<file path="config.mk">
export PLATFORM = sky130hd
export DESIGN_NAME = sky130io_cfgseq_flat
export DESIGN_NICKNAME = d
export VERILOG_FILES = /design/src/rtl/sky130io_cfgseq_if.sv /design/src/rtl/sky130io_cfgseq.sv /design/src/flat_wrapper.sv
export SDC_FILE = /design/constraint.sdc
export NUM_CORES = 1
export LEC_CHECK = 0
export CAP_MARGIN = 30
export CORE_UTILIZATION = 46
export DETAILED_ROUTE_END_ITERATION = 6
export PLACE_DENSITY = 0.9
export SYNTH_ARGS = -nofsm -noshare
export SYNTH_HDL_FRONTEND = slang
export SYNTH_SLANG_ARGS = --single-unit
</file>
<file path="constraint.sdc">
create_clock -name clk -period 3.4 [get_ports clk]
set_clock_uncertainty 0.15 [all_clocks]
set_input_delay 1.02 -clock clk [delete_from_list [all_inputs] [get_ports clk]]
set_output_delay 1.02 -clock clk [all_outputs]
set_load 0.03 [all_outputs]
</file>
<file path="src/rtl/sky130io_cfgseq_if.sv">
// sky130io_cfgseq_if: mode-write request port (valid/ready with pad address and mode word)
interface sky130io_cfgseq_if #(
    parameter int AW = 3
) ();
    logic wr_valid;
    logic wr_ready;
    logic [AW-1:0] wr_addr;
    logic [9:0] wr_data;
    modport master(output wr_valid, output wr_addr, output wr_data, input wr_ready);
    modport slave(input wr_valid, input wr_addr, input wr_data, output wr_ready);
endinterface

</file>
<file path="src/rtl/sky130io_cfgseq.sv">
// sky130io_cfgseq: power-up and glitch-free mode-update sequencer for a bank of sky130 GPIO pads
module sky130io_cfgseq #(
    parameter int NPADS = 8,
    parameter int CFGW = 16,
    parameter int PWRCYC = 64,
    parameter int SETTLE = 16,
    parameter int HOLDCYC = 4,
    parameter logic [9:0] DEFMODE = 10'h300
) (
    input  logic clk,
    input  logic reset,
    input  logic sleep,
    sky130io_cfgseq_if.slave wr,
    output logic ready,
    output logic [NPADS*CFGW-1:0] cfg
);
    localparam int AW = NPADS > 1 ? $clog2(NPADS) : 1;
    localparam int MAXC = PWRCYC > SETTLE ? (PWRCYC > HOLDCYC ? PWRCYC : HOLDCYC)
                                          : (SETTLE > HOLDCYC ? SETTLE : HOLDCYC);
    localparam int CW = $clog2(MAXC + 1);
    typedef enum logic [2:0] {OFF, PWRWAIT, ENABLE, RUN, HOLD, UPDATE, RELEASE, SLEEP} state_t;
    state_t state, state_n;
    logic [CW-1:0] cnt, cnt_n;
    logic [AW-1:0] addr_q;
    logic [9:0] data_q;
    logic [9:0] mode [NPADS];
    logic [5:0] ctl, ctl_n;
    logic cap, we;
    always_comb begin
        state_n = state;
        cnt_n = '0;
        cap = 1'b0;
        case (state)
            OFF: state_n = PWRWAIT;
            PWRWAIT: if (cnt == CW'(PWRCYC - 1)) state_n = ENABLE; else cnt_n = cnt + 1'b1;
            ENABLE: if (cnt == CW'(SETTLE - 1)) state_n = RUN; else cnt_n = cnt + 1'b1;
            RUN: begin
                if (sleep) state_n = SLEEP;
                else if (wr.wr_valid) begin
                    state_n = HOLD;
                    cap = 1'b1;
                end
            end
            HOLD: if (cnt == CW'(HOLDCYC - 1)) state_n = UPDATE; else cnt_n = cnt + 1'b1;
            UPDATE: state_n = RELEASE;
            RELEASE: if (cnt == CW'(HOLDCYC - 1)) state_n = RUN; else cnt_n = cnt + 1'b1;
            SLEEP: if (!sleep) begin
                if (cnt == CW'(HOLDCYC - 1)) state_n = RUN; else cnt_n = cnt + 1'b1;
            end
            default: state_n = OFF;
        endcase
    end
    // Mode registers change on the UPDATE entry edge so the new word shows up alongside wr_ready.
    assign we = state == HOLD && state_n == UPDATE;
    assign ctl_n = state_n == OFF ? 6'b000000 : state_n == PWRWAIT ? 6'b100000 :
                   state_n == RUN ? 6'b111111 : 6'b111110;
    always_ff @(posedge clk) begin
        if (reset) begin
            state <= OFF;
            cnt <= '0;
            ctl <= '0;
            ready <= 1'b0;
            wr.wr_ready <= 1'b0;
            addr_q <= '0;
            data_q <= '0;
            for (int p = 0; p < NPADS; p++) mode[p] <= DEFMODE;
        end else begin
            state <= state_n;
            cnt <= cnt_n;
            ctl <= ctl_n;
            ready <= state_n == RUN;
            wr.wr_ready <= state_n == UPDATE;
            if (cap) begin
                addr_q <= wr.wr_addr;
                data_q <= wr.wr_data;
            end
            for (int p = 0; p < NPADS; p++) if (we && addr_q == AW'(p)) mode[p] <= data_q;
        end
    end
    genvar g;
    generate
        for (g = 0; g < NPADS; g++) begin : g_pad
            assign cfg[g*CFGW +: CFGW] = {mode[g], ctl};
        end
    endgenerate
endmodule

</file>
<file path="src/flat_wrapper.sv">
// flat-port wrapper written by rule: the top's interface ports become plain ports
module sky130io_cfgseq_flat 
#(
    parameter int NPADS = 8,
    parameter int CFGW = 16,
    parameter int PWRCYC = 64,
    parameter int SETTLE = 16,
    parameter int HOLDCYC = 4,
    parameter logic [9:0] DEFMODE = 10'h300
)
  (clk, reset, sleep, ready, cfg, wr_wr_valid, wr_wr_addr, wr_wr_data, wr_wr_ready);
  sky130io_cfgseq_if #(.AW(3)) wr_i ();
  input  logic clk;
  input  logic reset;
  input  logic sleep;
  output logic ready;
  output logic [NPADS*CFGW-1:0] cfg;
  input wire logic [$bits(wr_i.wr_valid)-1:0] wr_wr_valid;
  input wire logic [$bits(wr_i.wr_addr)-1:0] wr_wr_addr;
  input wire logic [$bits(wr_i.wr_data)-1:0] wr_wr_data;
  output wire logic [$bits(wr_i.wr_ready)-1:0] wr_wr_ready;
  assign wr_i.wr_valid = wr_wr_valid;
  assign wr_i.wr_addr = wr_wr_addr;
  assign wr_i.wr_data = wr_wr_data;
  assign wr_wr_ready = wr_i.wr_ready;
  sky130io_cfgseq #(.NPADS(NPADS), .CFGW(CFGW), .PWRCYC(PWRCYC), .SETTLE(SETTLE), .HOLDCYC(HOLDCYC), .DEFMODE(DEFMODE)) u_core (.clk(clk), .reset(reset), .sleep(sleep), .wr(wr_i), .ready(ready), .cfg(cfg));
endmodule
</file>
Yosys cells after proc, flatten, opt, wreduce, memory -nomap -nowiden --
Memories as Yosys holds them, arrays and structs flattened. Cells that the tools add are included.
Storage, ports and cells: memories kept 1, bits of input ports 17, output and inout bits 130, memory bits (writable) 80, register bits after elaboration 31, word-level logic and storage cells 105
Memories:
- u_core.mode | depth 8, width 10, rd ports 8, clocked after Yosys merged registers in 0, wr ports 8, RTL line sky130io_cfgseq.sv:26 | logic [9:0] mode [NPADS];
Cells by class: $add $sub $neg 1, equal/unequal tests 20, multiplexer cells 52, bitwise gates (word level) 8, reductions and logical operators 15
Operator list (count):
- $mux 10 | 8
- $mux 1 | 30
- $mux 7 | 4
- $pmux 7 s4 | 1
- $eq 3x3->1 const B | 9
- $pmux 3 s8 | 1
- $mux 3 | 7
- $eq 3x2->1 const B | 5
- $eq 3x1->1 const B | 3
- $logic_and 1x1->1 | 9
- $logic_not 3->1 | 3
- $or 1x1->1 | 8
- $add 7x1->7 const B | 1
- $eq 7x2->1 const B | 1
- $eq 7x4->1 const B | 1
- $eq 7x6->1 const B | 1
- $mux 6 | 1
- $reduce_or 2->1 | 2
- $reduce_or 3->1 | 1

Depth between registers and ports, before layout --
depth in word-level cells 11, depth in mapped cells 6

Worst setup path after synthesis --
Ideal clock, no wire load.
path kind register to register, start point register u_core.cnt[0], end point memory u_core.mode[0][0], enable pin, arrival 2357 ps, required time 2859 ps, stages on the path, launching flop included 6, path buffers 0, slack 502 ps, path through dfxtp_1 ha_1 or3b_4 nor4_4 nand2_1 o21ai_0
RTL lines:
- from (decl) | RTL line sky130io_cfgseq.sv:23 | logic [CW-1:0] cnt, cnt_n;
- from (signal assigned) | RTL line sky130io_cfgseq.sv:69 | cnt <= cnt_n;
- to (decl) | RTL line sky130io_cfgseq.sv:26

==> metrics.cfg <==
[yosys]
synth.avg_cell_area_um2=11.9
ys_seq_area_share_pct=66.3
yosys_most_used_dff=edfxtp_1
synth_simple_gate_area_share_pct=16.3
synth_compound_area_share_pct=4.90
synth_nets=392
synthArstFlopShare_pct=0
synth_top_family_by_area=simple AND/OR/NAND/NOR gates
synth_mux_area_share_pct=0
synth_area_um2=4470
ys_warn_count=0
synth-edff-count=80
synth_cells=374
synth_xor_area_share_pct=0.980
ys_ff_latch=108
ys_types=42
synth_adder_area_share_pct=0.280

[global_routing]
antenna_found_initial=0
grt_pass1_wl_um=14600
grt_busiest_layer=met2
grt_util_met2_pct=33.5
grt_use_met3_pct=4.92
grt_max_degree=33
grt_pass1_vias=2959
use_met1_pct=22.5
grt_overflow=0
grtUsageTotal_pct=19.5

[clocking]
cts_tree=done
clk_pin_slew_ns=0.10
cts_buffer_depth=2
ctsResizeCount=0
clockRootBuffer=clkbuf_8
holdBufCountCts=0
clock_sinks=108
postCtsSetupRepairBufs=0
insertion_delay_ns=0.37
htreeDepth=3
cts_made_buffers=9

[route]
antenna_left=0
avgViaCountPerCell=4.98
wl_per_cell_um=15.7
vias=3049
drc=0
first_pass_iters=4
drt_wl_total_um=9610
drtIter0Drc=251

[power]
swShare_pct=25.0
switchingPower_mw=0.603
ir_worst_vdd_uv=212
power_frac_clock_pct=31.1
power_frac_comb_pct=8.4
p_int_mw=1.80
power.density_nw_per_um2=409
p_leak_nw=1.95
power_frac_seq_pct=60.4

[layout]
nets=496
area_growth_pct=31.7
n_fill_cell=677
stdcell_count=612
num_antenna_cells=0
drive_gt1_share_pct=8.70
fin_util_pct=63.1

[timing]
timing.final.ws_setup_ns=0.315
slew_viol_final=0
setup_violations=0
worstMarginPinSlew_ns=0.815
timing.slew.headroom_pct=45.3
hold_viol=0
min_period_over_period_pct=90.7
finalSetupTns_ns=0
rsz0062_at_grt=no
fmax_ghz=0.324
fin_crit_ns=3.08
fin_hold_ws_ns=0.318

[floorplanning]
dieArea_um2=10100
core_um2=9330
die_height_um=101
row_count=35
start_util_pct=47.9
io_pins=147
die_x_um=101

[worst_setup_path]
slowest_stage=o21ai_1
worstPathMaxFanout=10
critical_path_class=reg -> reg
crit_chain=ha_1, or3b_4, or4_4, nand2b_1, o21ai_1
end_kind=flop
worstPathRequired_ns=3.26
cp.buffers_inverters=0
cpPeakStageDelay_ns=0.71
startpoint_type=flop
crit_family=simple AND/OR/NAND/NOR gates
cp.arrival_ns=2.94

[outcome]
outcome=completed

[placement]
place_congestion=0.843
dp_hpwl_um=7200
dp_cells=596
port_buffers=146
preCtsSetupSlack_ns=0.323

[job]
cap_viol_max_count=0

[hold_path]
min_path_type=reg -> reg

## path summary, 6_finish.rpt
kind | cells after the start | end | slack (ns) | startpoint
worst min register to register | 2 | u_core.data_q[7] | 0.32 | u_core.data_q[7]
worst max-delay path | 5 | u_core.mode[0][22] | 0.32 | u_core.cnt[0]
worst max register to register | 5 | u_core.mode[0][22] | 0.32 | u_core.cnt[0]
worst min-delay path | 2 | u_core.data_q[7] | 0.32 | u_core.data_q[7]
## cell families (layout without fill, tap and decap cells)
family,Yosys count,after routing
adder cells (fa/ha/maj),1,1
AO/OA/AOI/OAI,36,36
AND/OR/NAND/NOR,150,150
buffers and inverters,74,183
flip-flops,108,108
XOR/XNOR,5,5
## routing by layer
metal	share of wire [%]	up-vias
met4	2.7	2
met5	0.062	-
li1	-	1437
met2	49	182
met1	40	1407
met3	7.9	21
## metrics by stage
| step | power [mW] | cell area [µm²] |
|---|---|---|
| after detailed placement | 1.69 | 5690 |
| after global placement | 1.68 | 5680 |
| after global routing | 2.47 | 5890 |
| after CTS | 2.41 | 5890 |
| after floorplan | 1.60 | 4470 |
| final | 2.41 | 5890 |
## area by class of cell
type                            instances  area, µm²  area share (%)
Sequential cell                       108       2960            50.3
Multi-Input combinational cell        192       1000            17.0
Clock inverter                          7       68.8            1.17
Inverter                               13       48.8           0.829
Tap cell                              129        161            2.74
Clock buffer                            9        124            2.10
Timing Repair Buffer                  154       1520            25.8
## power groups by stage
| stage | logic, mW | registers [mW] | clock network, mW |
|---|---|---|---|
| 2_1_floorplan | 0.0533 | 1.54 | 0 |
| 3_3_place_gp | 0.198 | 1.48 | 0 |
| 3_5_place_dp | 0.203 | 1.49 | 0 |
| 4_1_cts | 0.204 | 1.45 | 0.754 |
| 5_1_grt | 0.213 | 1.46 | 0.801 |
| 6_report | 0.203 | 1.45 | 0.749 |
## Yosys cell counts, drive strengths merged, types with 5 or more instances
| library cell | instances | area share [%] |
|---|---|---|
| edfxtp | 80 | 54 |
| nor2 | 58 | 5.3 |
| buf | 55 | 9.5 |
| nand2 | 47 | 3.9 |
| dfxtp | 28 | 13 |
| a21oi | 17 | 1.9 |
| inv | 13 | 1.1 |
| nand3 | 10 | 1.1 |
| nand2b | 9 | 1.3 |
| or2 | 7 | 0.98 |
| a211oi | 6 | 1.0 |
| clkbuf | 5 | 0.42 |
| o21ai | 5 | 0.64 |
## state kept, by name, indices dropped and copies added, names as in the netlist
register / cells
u_core.wr.wr_ready: 1
u_core.mode: 80
u_core.addr_q: 3
u_core.cnt: 7
u_core.ready: 1
u_core.data_q: 10
u_core.ctl: 3
u_core.state: 3
## placed cells by master (no fill, tap or decap), types with 4 or more instances in the layout
cell,instances
a211oi_1,6
a21oi_1,17
buf_4,6
clkbuf_8,9
clkdlybuf4s50_1,146
dfxtp_1,28
edfxtp_1,80
inv_1,13
nand2_1,47
nand2b_1,9
nand3_1,10
nor2_1,50
nor2_2,8
or2_2,4
## worst reg2reg max path, cell delays in order (launching register included)
cell	delay [ns]
dfxtp_1	0.38
ha_1	0.25
or3b_4	0.43
or4_4	0.51
nand2b_1	0.30
o21ai_1	0.71
(Power assumes the default switching activity.)
